===== config.mk =====
export PLATFORM = sky130hd
export DESIGN_NAME = fetch_queue
export DESIGN_NICKNAME = d
export VERILOG_FILES = /design/src/rtl/fetch_queue.sv
export SDC_FILE = /design/constraint.sdc
export NUM_CORES = 1
export LEC_CHECK = 0
export ABC_AREA = 1
export ABC_CLOCK_PERIOD_IN_PS = 5800
export BUFFER_PORTS_ARGS = -buffer_cell sky130_fd_sc_hd__clkbuf_2
export CORE_MARGIN = 4
export CORE_UTILIZATION = 55
export CTS_CLUSTER_DIAMETER = 60
export CTS_CLUSTER_SIZE = 28
export DETAILED_ROUTE_END_ITERATION = 10
export GPL_TIMING_DRIVEN = 0
export PLACE_DENSITY_LB_ADDON = 0.08
export RECOVER_POWER = 100
export SKIP_CTS_REPAIR_TIMING = 1
export SYNTH_ARGS = -nofsm -noshare
export SYNTH_HDL_FRONTEND = slang
export SYNTH_SLANG_ARGS = --single-unit

===== constraint.sdc =====
create_clock -name clock -period 5.8 [get_ports clock]
set_input_delay 0.29 -clock clock [delete_from_list [all_inputs] [get_ports clock]]
set_output_delay 0.29 -clock clock [all_outputs]
set_load 0.05 [all_outputs]

===== src/rtl/fetch_queue.sv =====
`default_nettype none
// ============================================================================
//  Module   : fetch_queue
//  Purpose  : Instruction-fetch front end placed directly ahead of the IF/ID
//             register. It owns the fetch PC and issues word reads to a
//             registered instruction memory with 1-cycle latency. Returned
//             words are buffered with their PCs in a small prefetch queue, and
//             one instruction per cycle is presented downstream. A redirect
//             flushes every buffered and in-flight fetch.
//  Ports    : clock, reset        - clock (rising edge), sync active-high reset
//             redirect/redirectPc - taken control transfer and its target
//             stall               - IF/ID not accepting, hold the head entry
//             imemReq/imemAddr    - instruction memory read request/address
//             imemData            - read data, valid the cycle after imemReq
//             validOut/instOut/pcOut/pcAdd4Out - head entry toward IF/ID
//             bubbleCnt/redirectCnt - perf counters (FETCH_PERF_EN only)
//  Options  : `define FETCH_PERF_EN adds saturating bubble/redirect counters.
//  Revision : 1.0 - initial release
// ============================================================================
module fetch_queue #(
  parameter logic [31:0] RESET_PC = 32'h0000_0000,
  parameter int          DEPTH    = 2
) (
  input  logic        clock,
  input  logic        reset,
  input  logic        redirect,
  input  logic [31:0] redirectPc,
  input  logic        stall,
  output logic        imemReq,
  output logic [31:0] imemAddr,
  input  logic [31:0] imemData,
  output logic        validOut,
  output logic [31:0] instOut,
  output logic [31:0] pcOut,
  output logic [31:0] pcAdd4Out
`ifdef FETCH_PERF_EN
  ,
  output logic [31:0] bubbleCnt,
  output logic [31:0] redirectCnt
`endif
);

  localparam int          PTR_W  = (DEPTH > 1) ? $clog2(DEPTH) : 1;
  localparam int          CNT_W  = PTR_W + 1;
  localparam int          OCC_W  = CNT_W + 1;
  localparam logic [OCC_W-1:0] OCC_DEPTH = OCC_W'(DEPTH);
  localparam logic [31:0] NOP    = 32'h0000_0013;

  // Queue storage (data path only, no reset needed)
  logic [31:0] pcMem_q   [DEPTH];
  logic [31:0] instMem_q [DEPTH];

  // Control state
  logic [31:0]      fetchPc_q, fetchPc_d;
  logic [31:0]      reqPc_q, reqPc_d;
  logic             inflight_q, inflight_d;
  logic [CNT_W-1:0] count_q, count_d;
  logic [PTR_W-1:0] head_q, head_d;
  logic [PTR_W-1:0] tail_q, tail_d;

  logic             headValid;
  logic             deq;
  logic             enq;
  logic             issue;
  logic [OCC_W-1:0] occAfterDeq;

  assign headValid = (count_q != '0);

  // A redirect hides the wrong-path head in the same cycle so IF/ID never
  // consumes it; reset hides whatever state existed before the reset edge.
  assign validOut = headValid && !redirect && !reset;
  assign deq      = validOut && !stall;

  // A response is written into the queue unless a flush is happening now.
  assign enq = inflight_q && !redirect;

  // Occupancy counts queued entries plus the outstanding read, minus the
  // entry leaving this cycle. Crediting the dequeue keeps the stream
  // gap-free at DEPTH=2; when stalled it reduces to count + inflight, so
  // a returning response always has a free slot.
  assign occAfterDeq = OCC_W'(count_q) + OCC_W'(inflight_q) - OCC_W'(deq);
  assign issue       = !reset && !redirect && (occAfterDeq < OCC_DEPTH);

  assign imemReq  = issue;
  assign imemAddr = reset ? RESET_PC : fetchPc_q;

  assign instOut   = validOut ? instMem_q[head_q] : NOP;
  assign pcOut     = validOut ? pcMem_q[head_q] : 32'h0;
  assign pcAdd4Out = validOut ? (pcMem_q[head_q] + 32'd4) : 32'h0;

  always_comb begin
    fetchPc_d  = fetchPc_q;
    reqPc_d    = reqPc_q;
    inflight_d = inflight_q;
    count_d    = count_q;
    head_d     = head_q;
    tail_d     = tail_q;
    if (redirect) begin
      // Flush: drop queue and any in-flight read, refetch from the target.
      fetchPc_d  = redirectPc & ~32'd3;
      inflight_d = 1'b0;
      count_d    = '0;
      head_d     = '0;
      tail_d     = '0;
    end else begin
      inflight_d = issue;
      if (issue) begin
        reqPc_d   = fetchPc_q;
        fetchPc_d = fetchPc_q + 32'd4;
      end
      if (enq) begin
        tail_d = tail_q + PTR_W'(1);
      end
      if (deq) begin
        head_d = head_q + PTR_W'(1);
      end
      count_d = count_q + CNT_W'(enq) - CNT_W'(deq);
    end
  end

  always_ff @(posedge clock) begin
    if (reset) begin
      fetchPc_q  <= RESET_PC;
      reqPc_q    <= 32'h0;
      inflight_q <= 1'b0;
      count_q    <= '0;
      head_q     <= '0;
      tail_q     <= '0;
    end else begin
      fetchPc_q  <= fetchPc_d;
      reqPc_q    <= reqPc_d;
      inflight_q <= inflight_d;
      count_q    <= count_d;
      head_q     <= head_d;
      tail_q     <= tail_d;
    end
  end

  always_ff @(posedge clock) begin
    if (!reset && enq) begin
      pcMem_q[tail_q]   <= reqPc_q;
      instMem_q[tail_q] <= imemData;
    end
  end

`ifdef FETCH_PERF_EN
  logic [31:0] bubbleCnt_q;
  logic [31:0] redirectCnt_q;

  always_ff @(posedge clock) begin
    if (reset) begin
      bubbleCnt_q   <= 32'h0;
      redirectCnt_q <= 32'h0;
    end else begin
      if (!validOut && !stall && (bubbleCnt_q != 32'hFFFF_FFFF)) begin
        bubbleCnt_q <= bubbleCnt_q + 32'd1;
      end
      if (redirect && (redirectCnt_q != 32'hFFFF_FFFF)) begin
        redirectCnt_q <= redirectCnt_q + 32'd1;
      end
    end
  end

  assign bubbleCnt   = bubbleCnt_q;
  assign redirectCnt = redirectCnt_q;
`endif

endmodule
`default_nettype wire


==> impl_metrics.env <==
export IMPL_status="finished with violations"
export IMPL_violations="capacitance limit, slew limit"
export IMPL_grt_use_total=0.261
export IMPL_slowest_stage="nor2_1"
export IMPL_crit_fanout=10
export IMPL_worst_slew_margin_rel=-0.230
export IMPL_finalSetupViolations=0
export IMPL_synth_seq_cells=190
export IMPL_nNetsFinal=1469
export IMPL_cts_sinks=190
export IMPL_grt_pass1_vias=7957
export IMPL_utilization=0.666
export IMPL_crit_path_end_kind="output pin"
export IMPL_hold_path_class="in -> reg"
export IMPL_max_vdd_ir_drop_mv=0.212
export IMPL_dp_hpwl_um=19000
export IMPL_die_area_um2=19400
export IMPL_initial_utilization=0.566
export IMPL_drive_above_1_share=0.101
export IMPL_grt_start_max_net_pins=33
export IMPL_area_delta_synth_final_pct=17.6
export IMPL_required_ns=5.51
export IMPL_min_period_ns=4.81
export IMPL_ctsHtreeMaxLevel=4
export IMPL_numCtsBuffers=17
export IMPL_grt_pass1_wl_um=40500
export IMPL_critPathMaxStageDelay_ns=0.50
export IMPL_slew_violations=61
export IMPL_fillers=1553
export IMPL_rsz0062_at_grt="no"
export IMPL_clock_skew_ns=0.0137
export IMPL_ys_flop_type="edfxtp_1"
export IMPL_critPathMostFrequentCell="nor2_1"
export IMPL_core_area_um2=16800
export IMPL_p_leak_nw=4.60
export IMPL_yosysWarnings=0
export IMPL_routedWlPerCell_um=15.4
export IMPL_io_pins=198
export IMPL_cts_tree="done"
export IMPL_grt_overflow=0
export IMPL_worstMarginPinSlew_ns=1.84
export IMPL_synth_area_leaders="edfxtp_1 39%, nand2_1 14%, dfxtp_1 14%"
export IMPL_placed_area_um2=10800
export IMPL_syn_avg_cell_area_um2=8.06
export IMPL_power_total_mw=2.94
export IMPL_yosys_top_cells_count="360 x nand2_1, 182 x nor2_1, 124 x edfxtp_1, 111 x inv_1, 76 x a21oi_1"
export IMPL_vias=8306
export IMPL_yosysTopAreaCellShare=0.393
export IMPL_fin_crit_sh=0.829
export IMPL_netlist_instances=1177
export IMPL_vias_per_cell=5.10
export IMPL_yosysTopAreaCell="edfxtp_1"
export IMPL_synthesis_area_um2=9490
export IMPL_clk_pin_slew_ns=0.08
export IMPL_cts_root_buf="clkbuf_16"
export IMPL_drc=0
export IMPL_synth_edff_count=124
export IMPL_setup_tns_ns=0
export IMPL_cp_arrival_ns=4.52
export IMPL_critical_path_class="reg -> out"
export IMPL_yosysMostFrequentCell="nand2_1"
export IMPL_die_x_um=139
export IMPL_p_per_area_nw_per_um2=263
export IMPL_final_hold_violation_count=0
export IMPL_cap_viol_max_count=2
export IMPL_port_buffers=188
export IMPL_antenna_found_initial=0
export IMPL_die_y_um=139
export IMPL_diodes=0
export IMPL_drt_iter0_markers=541
export IMPL_gp_congestion=0.927
export IMPL_cts_buffer_depth=2
export IMPL_start_kind="flip-flop"
export IMPL_cp_cell_sequence="nor2_1 -> nor2_1 -> inv_1 -> nor2_1 -> nand2_1 -> inv_1 -> o21ai_0 -> fa_1 -> inv_1 -> nor2_1 -> nand2_1 -> inv_2 -> buf_4 -> buf_2 -> clkbuf_2"
export IMPL_clk_latency_ns=0.45
export IMPL_fin_area_um2=11200
export IMPL_netlist_cell_type_count=43
export IMPL_seq_area_frac_synth=0.532
export IMPL_drt_total_wl_um=25200
export IMPL_drtAntennaViolNets=0
export IMPL_place_inst=1598
export IMPL_final_cells=1630
export IMPL_rows=47
export IMPL_async_reset_ff_frac=0
export IMPL_drt_pass1_iter_count=5
export IMPL_max_freq_mhz=208
==> cells by family after synthesis <==
logic type                 Yosys count  synth area share
and+or+nand+nor                    654             0.287
DFF                                190             0.532
buffers and inverters              169            0.0791
AOI/OAI and AO/OA                  146            0.0838
xor gates and xnor gates            13            0.0120
adders and majority gates            4           0.00607
other                                1          0.000395
==> final timing paths <==
kind                              startpoint  slack (ns)  cells past startpoint          endpoint
worst min register to register   reqPc_q[19]        0.46                      0    pcMem_q[1][19]
worst min-delay path            imemData[12]        0.03                      1  instMem_q[0][12]
worst max register to register    count_q[1]        1.32                     18     fetchPc_q[16]
worst max-delay path              count_q[1]        0.99                     15           imemReq
==> area by class of cell <==
class	instances	area [um^2]	share of cell area
clock buffer	17	425	0.0381
clock inverter	15	178	0.0159
timing repair buffer	196	796	0.0713
buffer	52	295	0.0265
inverter	117	444	0.0398
multi-input combinational	823	3700	0.332
tap	220	275	0.0247
sequential	190	5040	0.452
==> cell usage in the layout, fill, tap and decap left out, types with 3 or more instances in the layout <==
cell type  instances
dfxtp_1           66
edfxtp_1         124
nor2_4             4
conb_1             6
nor2_1           184
o21ai_0           41
a211oi_1          14
nand2_4            3
inv_8              4
nand2_1          361
nand2_2           18
ha_1               3
inv_2              3
buf_6              5
inv_6              5
nor2_2            10
xor2_1            12
buf_2              7
nand4_1            5
clkbuf_1         179
clkinv_8           3
clkbuf_2          48
a22oi_1            3
o21ai_1            3
nand3_1           52
clkbuf_16         17
a21oi_1           76
inv_1            113
buf_4              7
nor3_1             8
==> layer usage <==
| layer | GRT usage | wire length (um) | up-vias |
|---|---|---|---|
| li1 | - | - | 4224 |
| met2 | 0.429 | 11800 | 325 |
| met1 | 0.352 | 11000 | 3711 |
| met4 | 0.0917 | 550 | 0 |
| met3 | 0.0439 | 1850 | 46 |
| met5 | 0 | 0 | - |
==> state kept, by name, indices dropped and copies added (netlist names), named ones only <==
register and count:
head_q 1, reqPc_q 30, tail_q 1, count_q 2, pcMem_q 60, inflight_q 1, fetchPc_q 30, instMem_q 64
==> worst max-delay path: cells and delay by family (launching register included) <==
family / cells / cell delay [ns]
compound gates: 1 / 0.10
fa+ha+maj: 1 / 0.50
buf+inv: 7 / 1.48
flops: 1 / 0.45
simple gates: 6 / 1.54
==> report_power, final <==
group | internal [mW] | switching (mW) | total (mW)
clock | 0.589 | 0.583 | 1.17
combinational | 0.0674 | 0.186 | 0.254
sequential | 1.48 | 0.0308 | 1.51
total | 2.14 | 0.801 | 2.94
==> stage by stage <==
step | hold WS (ns) | setup WS, ns
2_1_floorplan | 0.389 | 0.419
3_3_place_gp | 0.431 | -1.88
3_5_place_dp | 0.439 | 1.93
4_1_cts | 0.0135 | 1.62
5_1_grt | 0.0226 | 0.726
6_report | 0.0310 | 0.995
No activity file was read; power rests on OpenSTA's default activity.
